### src/rtl/rx_os_assembler.sv
`default_nettype none
// ============================================================================
// Module   : rx_os_assembler
// Purpose  : Per-lane receive ordered-set assembler for Gen1/Gen2 (8b/10b).
//            Hunts for COM at word position 0, assembles 16-symbol TS1/TS2
//            sets into a 128-bit word with a one-cycle strobe, discards
//            SKP/EIEOS, flags EIOS and reports framing aborts.
// Revision : 1.0 - initial release
// ============================================================================
module rx_os_assembler #(
  parameter int PIPEWIDTH = 8
) (
  input  logic                   clk,
  input  logic                   reset,
  input  logic [PIPEWIDTH-1:0]   rxData,
  input  logic [PIPEWIDTH/8-1:0] rxDataK,
  input  logic                   rxValid,
  input  logic                   rxElectricalIdle,
  output logic [127:0]           orderedSet,
  output logic                   validOrderedSet,
  output logic [1:0]             osType,
  output logic                   eiosDetected,
  output logic                   symbolError
);

  localparam int         N      = PIPEWIDTH / 8;
  localparam logic [7:0] COM    = 8'hBC;
  localparam logic [7:0] SKP    = 8'h1C;
  localparam logic [7:0] EIE    = 8'hFC;
  localparam logic [7:0] IDL    = 8'h7C;
  localparam logic [7:0] PAD    = 8'hF7;
  localparam logic [7:0] TS1_ID = 8'h4A;
  localparam logic [7:0] TS2_ID = 8'h45;

  typedef enum logic [0:0] {
    HUNT    = 1'b0,
    COLLECT = 1'b1
  } state_t;

  state_t       state, state_n;
  logic [4:0]   count, count_n;
  logic [127:0] assembly, assembly_n;
  logic         eios_mode, eios_mode_n;
  logic         complete, eios_hit, abort, go, stop;
  logic [4:0]   base, pos;
  logic [7:0]   sym;
  logic         symk;

  // Walk the word's symbols in arrival order, classifying each by its set position.
  always_comb begin
    state_n     = state;
    count_n     = count;
    assembly_n  = assembly;
    eios_mode_n = eios_mode;
    complete    = 1'b0;
    eios_hit    = 1'b0;
    abort       = 1'b0;
    go          = 1'b0;
    stop        = 1'b0;
    base        = count;
    pos         = '0;
    sym         = '0;
    symk        = 1'b0;
    if (!rxValid || rxElectricalIdle) begin
      // Lost lock or idle: silently drop whatever was partially collected.
      state_n = HUNT;
      count_n = '0;
    end else begin
      if (rxDataK[0] && rxData[7:0] == COM) begin
        // A COM at word position 0 always (re)starts a set; mid-set it aborts the old one.
        go          = 1'b1;
        base        = '0;
        eios_mode_n = 1'b0;
        abort       = (state == COLLECT);
      end else if (state == COLLECT) begin
        go = 1'b1;
      end
      if (go) begin
        state_n = COLLECT;
        count_n = base + 5'(N);
        for (int k = 0; k < N; k++) begin
          if (!stop) begin
            pos  = base + 5'(k);
            sym  = rxData[8*k +: 8];
            symk = rxDataK[k];
            assembly_n[{pos[3:0], 3'b000} +: 8] = sym;
            if (pos == 5'd1 && symk) begin
              case (sym)
                SKP, EIE: begin
                  stop    = 1'b1;
                  state_n = HUNT;
                  count_n = '0;
                end
                IDL:     eios_mode_n = 1'b1;
                PAD:     ;
                default: begin
                  abort   = 1'b1;
                  stop    = 1'b1;
                  state_n = HUNT;
                  count_n = '0;
                end
              endcase
            end else if (eios_mode_n && (pos == 5'd2 || pos == 5'd3)) begin
              if (!(symk && sym == IDL)) begin
                abort   = 1'b1;
                stop    = 1'b1;
                state_n = HUNT;
                count_n = '0;
              end else if (pos == 5'd3) begin
                eios_hit = 1'b1;
                stop     = 1'b1;
                state_n  = HUNT;
                count_n  = '0;
              end
            end else if (pos != 5'd0 && symk && !(pos == 5'd2 && sym == PAD)) begin
              abort   = 1'b1;
              stop    = 1'b1;
              state_n = HUNT;
              count_n = '0;
            end
            if (!stop && pos == 5'd15) begin
              complete = 1'b1;
              stop     = 1'b1;
              state_n  = HUNT;
              count_n  = '0;
            end
          end
        end
      end
    end
  end

  // State, partial-set storage and registered one-cycle outputs.
  always_ff @(posedge clk or posedge reset) begin
    if (reset) begin
      state           <= HUNT;
      count           <= '0;
      assembly        <= '0;
      eios_mode       <= 1'b0;
      orderedSet      <= '0;
      validOrderedSet <= 1'b0;
      osType          <= 2'd0;
      eiosDetected    <= 1'b0;
      symbolError     <= 1'b0;
    end else begin
      state           <= state_n;
      count           <= count_n;
      assembly        <= assembly_n;
      eios_mode       <= eios_mode_n && (state_n == COLLECT);
      validOrderedSet <= complete;
      eiosDetected    <= eios_hit;
      symbolError     <= abort;
      if (complete) begin
        orderedSet <= assembly_n;
        if (assembly_n[55:48] == TS1_ID)      osType <= 2'd1;
        else if (assembly_n[55:48] == TS2_ID) osType <= 2'd2;
        else                                  osType <= 2'd0;
      end
    end
  end

endmodule
`default_nettype wire

### config.mk
export PLATFORM = sky130hd
export DESIGN_NAME = rx_os_assembler
export DESIGN_NICKNAME = d
export VERILOG_FILES = /design/src/rtl/rx_os_assembler.sv
export SDC_FILE = /design/constraint.sdc
export NUM_CORES = 1
export LEC_CHECK = 0
export BUFFER_PORTS_ARGS = -buffer_cell sky130_fd_sc_hd__buf_4
export CORE_MARGIN = 1
export CORE_UTILIZATION = 55
export DETAILED_ROUTE_END_ITERATION = 8
export PLACE_DENSITY = 0.8
export SETUP_SLACK_MARGIN = 0.4
export SKIP_LAST_GASP = 1
export SYNTH_ARGS = -nofsm -noshare
export SYNTH_HDL_FRONTEND = slang
export SYNTH_SLANG_ARGS = --single-unit
export TNS_END_PERCENT = 10
### constraint.sdc
create_clock -name clk -period 10.9 [get_ports clk]
set_clock_uncertainty 0.15 [all_clocks]
set_input_delay 2.18 -clock clk [delete_from_list [all_inputs] [get_ports clk]]
set_output_delay 2.18 -clock clk [all_outputs]
set_load 0.02 [all_outputs]
==> flow_summary_export.csv, run 1 <==
group,metric,value,unit
sta,fin_crit,6.19,ns
critical_path,cp.required,11.16,ns
routing,dr.pass1.iters,5,
critical_path,cp_common_cell,"buf_4",
sta,fin_crit_sh,56.8,%
routing,routed_wl,25000,µm
routing,initialDrtViolationCount,420,
logic_synthesis,synthCells,759,
logic_synthesis,yosysWarnings,0,
grt,antenna_found_initial,0,
placed_design,place_congestion,0.849,
final_layout,final_cell_area,13600,µm²
logic_synthesis,ys.flop_type,"dfrtp_1",
hold_path,hp-class,"reg2reg",
critical_path,crit_path_cell_trace,"buf_4 -> or3b_4 -> o31ai_4 -> inv_2 -> ha_1 -> a41o_1 -> a21oi_1 -> nand3_2 -> nor2_4 -> buf_4 -> buf_4 -> mux2_2",
final_layout,drive_gt1_share,49.7,%
routing,num_vias,6642,
clock_network,cts.reportedPaths.clkPinSlew,0.06,ns
sta,rsz0062_at_grt,"no",
critical_path,path_delay_family,"buffers and inverters",
sta,relSlewSlack,22.9,%
final_layout,syn2layout_area_growth,19.3,%
clock_network,cts_tree,"done",
clock_network,hold_buffers,0,
final_layout,final_cell_mix,"dfrtp_1, buf_4, mux2_2, mux2_4, nand2_1",
final_layout,antenna_cells,0,
critical_path,endpoint_kind,"flop",
critical_path,worst-path-buf-inv,4,
logic_synthesis,avgSynthCellArea,15.0,µm²
final_layout,finalNonFillerCells,1191,
logic_synthesis,ys_types,63,
sta,slew_violations,0,
critical_path,arrival,6.45,ns
floorplan,start_util,56.2,%
sta,final-hold-violation-count,0,
clock_network,cts_buffers,28,
grt,track_usage,24.2,%
grt,overflow,0,
logic_synthesis,syn_nets,777,
final_layout,fill_cells,1461,
power,power,2.03,mW
placed_design,dp_hpwl,16100,µm
sta,worst_pin_slew,1.15,ns
power,cellLeakagePower,6.87,nW
clock_network,cts_setup_buffers,0,
clock_network,cts_root_buf,"clkbuf_16",
logic_synthesis,synthArstFlopShare,100,%
status,outcome,"complete, no violations",
grt,grt_pass1_wl,40400,µm
critical_path,cp_max_fo,55,
routing,wl_per_cell,21.0,µm
power,p_per_area,149,nW/µm²
sta,setup_violations,0,
routing,drc,0,
grt,grt_max_degree,137,
grt,first_global_vias,7096,
floorplan,rows,52,
routing,vias_per_cell,5.58,
clock_network,cts_resized,0,
logic_synthesis,synth-seq-cells,268,
clock_network,clock_latency,0.53,ns
clock_network,cts_buffer_depth,3,
clock_network,cts_htree_levels,1,
clock_network,cts_num_sinks,268,
placed_design,dp.cells,1139,
logic_synthesis,synth_edf_count,0,
critical_path,start_kind,"input pin",
routing,ant_nets,0,
placed_design,post_dp_cell_area,12600,µm²
floorplan,die_w,146,µm
floorplan,ios,146,
critical_path,crit_type,"in2reg",
final_layout,utilization,67.1,%
final_layout,nets,917,
floorplan,fp.dieH,146,µm
sta,fin_setup_tns,0,ns
flow_run,max_cap_violations,0,
critical_path,cp_slowest_stage_delay,0.79,ns
logic_synthesis,yosysSeqAreaShare,58.7,%
critical_path,crit_slowest_cell,"buf_4",
floorplan,die_area,21300,µm²
placed_design,portBuffers,145,
final_layout,mostFrequentLayoutCell,"dfrtp_1",
floorplan,fp.coreArea,20300,µm²
sta,max_freq,162,MHz
power,peakVddDrop,0.000125,V
logic_synthesis,synth_area,11400,µm²
[report_power, final]
| part | total (mW) | switching [mW] | internal [mW] |
|---|---|---|---|
| Clock | 0.995 | 0.384 | 0.612 |
| Combinational | 0.0415 | 0.0349 | 0.00656 |
| Sequential | 0.996 | 0.000239 | 0.996 |
| Total | 2.03 | 0.419 | 1.61 |
[worst reg2reg max path: stages, from the launching register on]
cell and delay, ns:
dfrtp_1 0.63, o31ai_4 0.22, inv_2 0.18, ha_1 0.30, nand2_1 0.17, a41o_1 0.27
a21oi_1 0.22, nand3_2 0.15, nor2_4 0.10, buf_4 0.57, buf_4 0.79, mux2_2 0.47
[worst paths after layout]
| path | startpoint | endpoint | slack (ns) | cells after the start |
|---|---|---|---|---|
| hold / removal | assembly[61] | assembly[61] | 0.34 | 2 |
| setup / recovery | rxData[3] | orderedSet[57] | 4.71 | 12 |
| min in group asynchronous | reset | orderedSet[10] | 1.70 | 2 |
| setup reg to reg | count[0] | orderedSet[57] | 6.56 | 11 |
| hold reg to reg | assembly[61] | assembly[61] | 0.34 | 2 |
| max in group asynchronous | reset | assembly[23] | 7.43 | 3 |
[layout make-up]
| class | count | area [µm²] | share of cell area [%] |
|---|---|---|---|
| inverter | 11 | 48.8 | 0.358 |
| sequential | 268 | 6710 | 49.3 |
| clock buffer | 43 | 818 | 6.01 |
| clock inverter | 9 | 155 | 1.14 |
| tap | 270 | 338 | 2.48 |
| multi-input combinational | 440 | 4420 | 32.5 |
| timing repair buffer | 150 | 1130 | 8.27 |
[logic make-up after synthesis]
group / share of synthesized area [%]
flops: 58.7
mux: 27.0
simple gates: 7.13
compound gates: 3.70
buf+inv: 2.56
fa+ha+maj: 0.548
xor+xnor: 0.307
[per-layer routing]
metal / global-route usage [%] / share of wire, %
met1: 35.1 / 46
met2: 38.1 / 46
met3: 5.03 / 6.0
met4: 5.05 / 1.7
met5: 0 / 0
[synth_stat cells, types with 3 or more instances]
cell type	count	area, µm²
nor3_1	9	45.0
dfrtp_1	268	6710
nand4_1	3	18.8
or3_1	3	18.8
buf_6	11	124
a21oi_1	4	20.0
xnor2_1	4	35.0
o22ai_1	4	25.0
nor3b_4	3	56.3
a31oi_1	3	18.8
ha_1	5	62.6
nand2_1	40	150
o21ai_0	22	110
inv_1	10	37.5
nand3_1	11	55.1
and2_1	9	56.3
clkbuf_1	17	63.8
mux2_4	99	1490
mux2_2	141	1590
and3_1	12	75.1
nand2b_1	6	37.5
and4b_1	3	30.0
buf_2	8	40.0
nor2_1	6	22.5
nor2_2	5	31.3
[registers in the layout (all words and copies together) (netlist names)]
signal / cells
assembly: 128
orderedSet: 128
count: 5
osType: 2
eiosDetected: 1
eios_mode: 1
state: 1
symbolError: 1
validOrderedSet: 1
[metrics by stage]
stage	setup slack, ns	hold slack (ns)
floorplan	1.19	0.299
global placement	4.28	0.323
detailed placement	4.18	0.335
CTS	4.70	0.342
global route	4.43	0.355
finish	4.71	0.344
(Power assumes the default switching activity.)
==> inputs of run 2 (changes only) <==
==> constraint.sdc (replaced) <==
create_clock -name clk -period 6 [get_ports clk]
set_clock_uncertainty 0.15 [all_clocks]
set_input_delay 1.2 -clock clk [delete_from_list [all_inputs] [get_ports clk]]
set_output_delay 1.2 -clock clk [all_outputs]
set_load 0.02 [all_outputs]
==> flow_summary_export.csv, run 2 (synthesis gave the netlist of run 1 again) <==
group,metric,value,unit
final_layout,syn2layout_area_growth,18.6,%
clock_network,cts_buffer_depth,3,
placed_design,place_congestion,0.859,
critical_path,crit_type,"in2reg",
clock_network,cts_resized,0,
grt,track_usage,23.9,%
routing,num_vias,6712,
power,peakVddDrop,0.000195,V
routing,wl_per_cell,20.7,µm
power,cellLeakagePower,6.83,nW
power,p_per_area,259,nW/µm²
placed_design,dp.cells,1140,
clock_network,cts_tree,"done",
final_layout,top_regs,"assembly: 128 flops, orderedSet: 128 flops, count: 5 flops",
clock_network,cts.reportedPaths.clkPinSlew,0.06,ns
floorplan,die_area,21300,µm²
routing,vias_per_cell,5.65,
sta,hold_slack,0.340,ns
critical_path,endpoint_kind,"flop",
clock_network,clock_latency,0.53,ns
final_layout,final_cell_mix,"dfrtp_1, buf_4, mux2_2, mux2_4, nand2_1",
floorplan,rows,52,
sta,fin_crit_sh,75.0,%
grt,first_global_vias,6930,
floorplan,fp.coreArea,20300,µm²
final_layout,finalNonFillerCells,1188,
routing,ant_nets,0,
sta,fin_setup_tns,0,ns
sta,worst_pin_slew,0.918,ns
sta,fin_crit,4.50,ns
hold_path,hp-start,"assembly[59]",
floorplan,start_util,56.2,%
final_layout,antenna_cells,0,
grt,grt_max_degree,158,
sta,max_freq,222,MHz
critical_path,reg2reg_from,"count[0]",
grt,antenna_found_initial,0,
hold_path,hp-class,"reg2reg",
routing,dr.pass1.iters,5,
sta,final-hold-violation-count,0,
sta,rsz0062_at_grt,"no",
clock_network,cts_buffers,27,
final_layout,multiInputGateArea,4420,µm²
routing,routed_wl,24600,µm
clock_network,hold_buffers,0,
placed_design,portBuffers,145,
sta,slew_violations,0,
critical_path,cp_max_fo,82,
final_layout,nets,917,
status,outcome,"complete, no violations",
placed_design,dp_hpwl,15500,µm
grt,grt_pass1_wl,40100,µm
final_layout,regArea,6710,µm²
routing,drc,0,
final_layout,mostFrequentLayoutCell,"dfrtp_1",
critical_path,arrival,4.76,ns
final_layout,drive_gt1_share,49.9,%
flow_run,max_cap_violations,0,
clock_network,cts_root_buf,"clkbuf_16",
floorplan,die_w,146,µm
critical_path,start_kind,"input pin",
critical_path,regToRegSetupSlack,2.37,ns
hold_path,holdPathEnd,"assembly[59]",
clock_network,cts_htree_levels,1,
clock_network,cts_num_sinks,268,
floorplan,fp.dieH,146,µm
floorplan,ios,146,
sta,setup_violations,0,
clock_network,cts_setup_buffers,0,
sta,relSlewSlack,38.3,%
critical_path,r2r-end,"orderedSet[94]",
final_layout,fill_cells,1449,
grt,overflow,0,
critical_path,cp.required,6.26,ns
hold_path,holdPathStages,2,
routing,initialDrtViolationCount,519,
critical_path,r2r_cells,10,
[run 2: changes by cell type in the layout (fill, tap and decap cells not counted), sizes merged]
cell    delta
buf        +1
bufinv     -3
clkbuf     -3
clkinv     +2
[run 2: power by group]
part / internal (mW) / total, mW / switching (mW)
clock network: 0.945 / 1.62 / 0.674
logic: 0.0131 / 0.0772 / 0.0641
registers: 1.81 / 1.81 / 0.000408
[run 2: how the worst max path moves through the flow]
stage	start	endpoint	slack, ns	depth (start not counted)
finish	rxData[3]	orderedSet[94]	1.50	11
global route	rxData[3]	orderedSet[92]	1.31	9
CTS	rxData[3]	orderedSet[53]	1.57	11
detailed placement	rxData[3]	orderedSet[92]	1.01	9
global placement	rxData[3]	orderedSet[93]	1.06	9
floorplan	reset	assembly[0]	1.11	1
[run 2: critical path, stage by stage]
cell     delay (ns)
buf_4          0.23
or3b_4         0.45
o31ai_4        0.46
inv_2          0.18
ha_1           0.40
a41o_1         0.27
a21oi_1        0.27
nand3_2        0.18
nor2_4         0.18
buf_12         0.42
mux2_4         0.35
[run 2: routing by layer]
layer  routed length (µm)  global-route usage (%)
met5                    0                       0
met2                11200                    36.7
met4                  445                    4.84
met1                11300                    35.5
met3                 1660                    4.81
[run 2: through the flow]
step	setup slack, ns	area, µm²	utilization, %	total power, mW
after global placement	1.06	12700	62.5	1.92
after detailed placement	1.01	12700	62.5	1.92
after floorplan	1.11	11400	-	1.89
final	1.50	13500	66.7	3.51
after global routing	1.31	13500	66.7	3.62
after CTS	1.57	13500	66.7	3.54
[run 2: layout make-up]
type | instances | area share, %
Clock buffer | 40 | 5.79
Clock inverter | 8 | 0.536
Inverter | 11 | 0.333
Sequential cell | 268 | 49.5
Multi-Input combinational cell | 440 | 32.7
Timing Repair Buffer | 151 | 8.65
Tap cell | 270 | 2.49
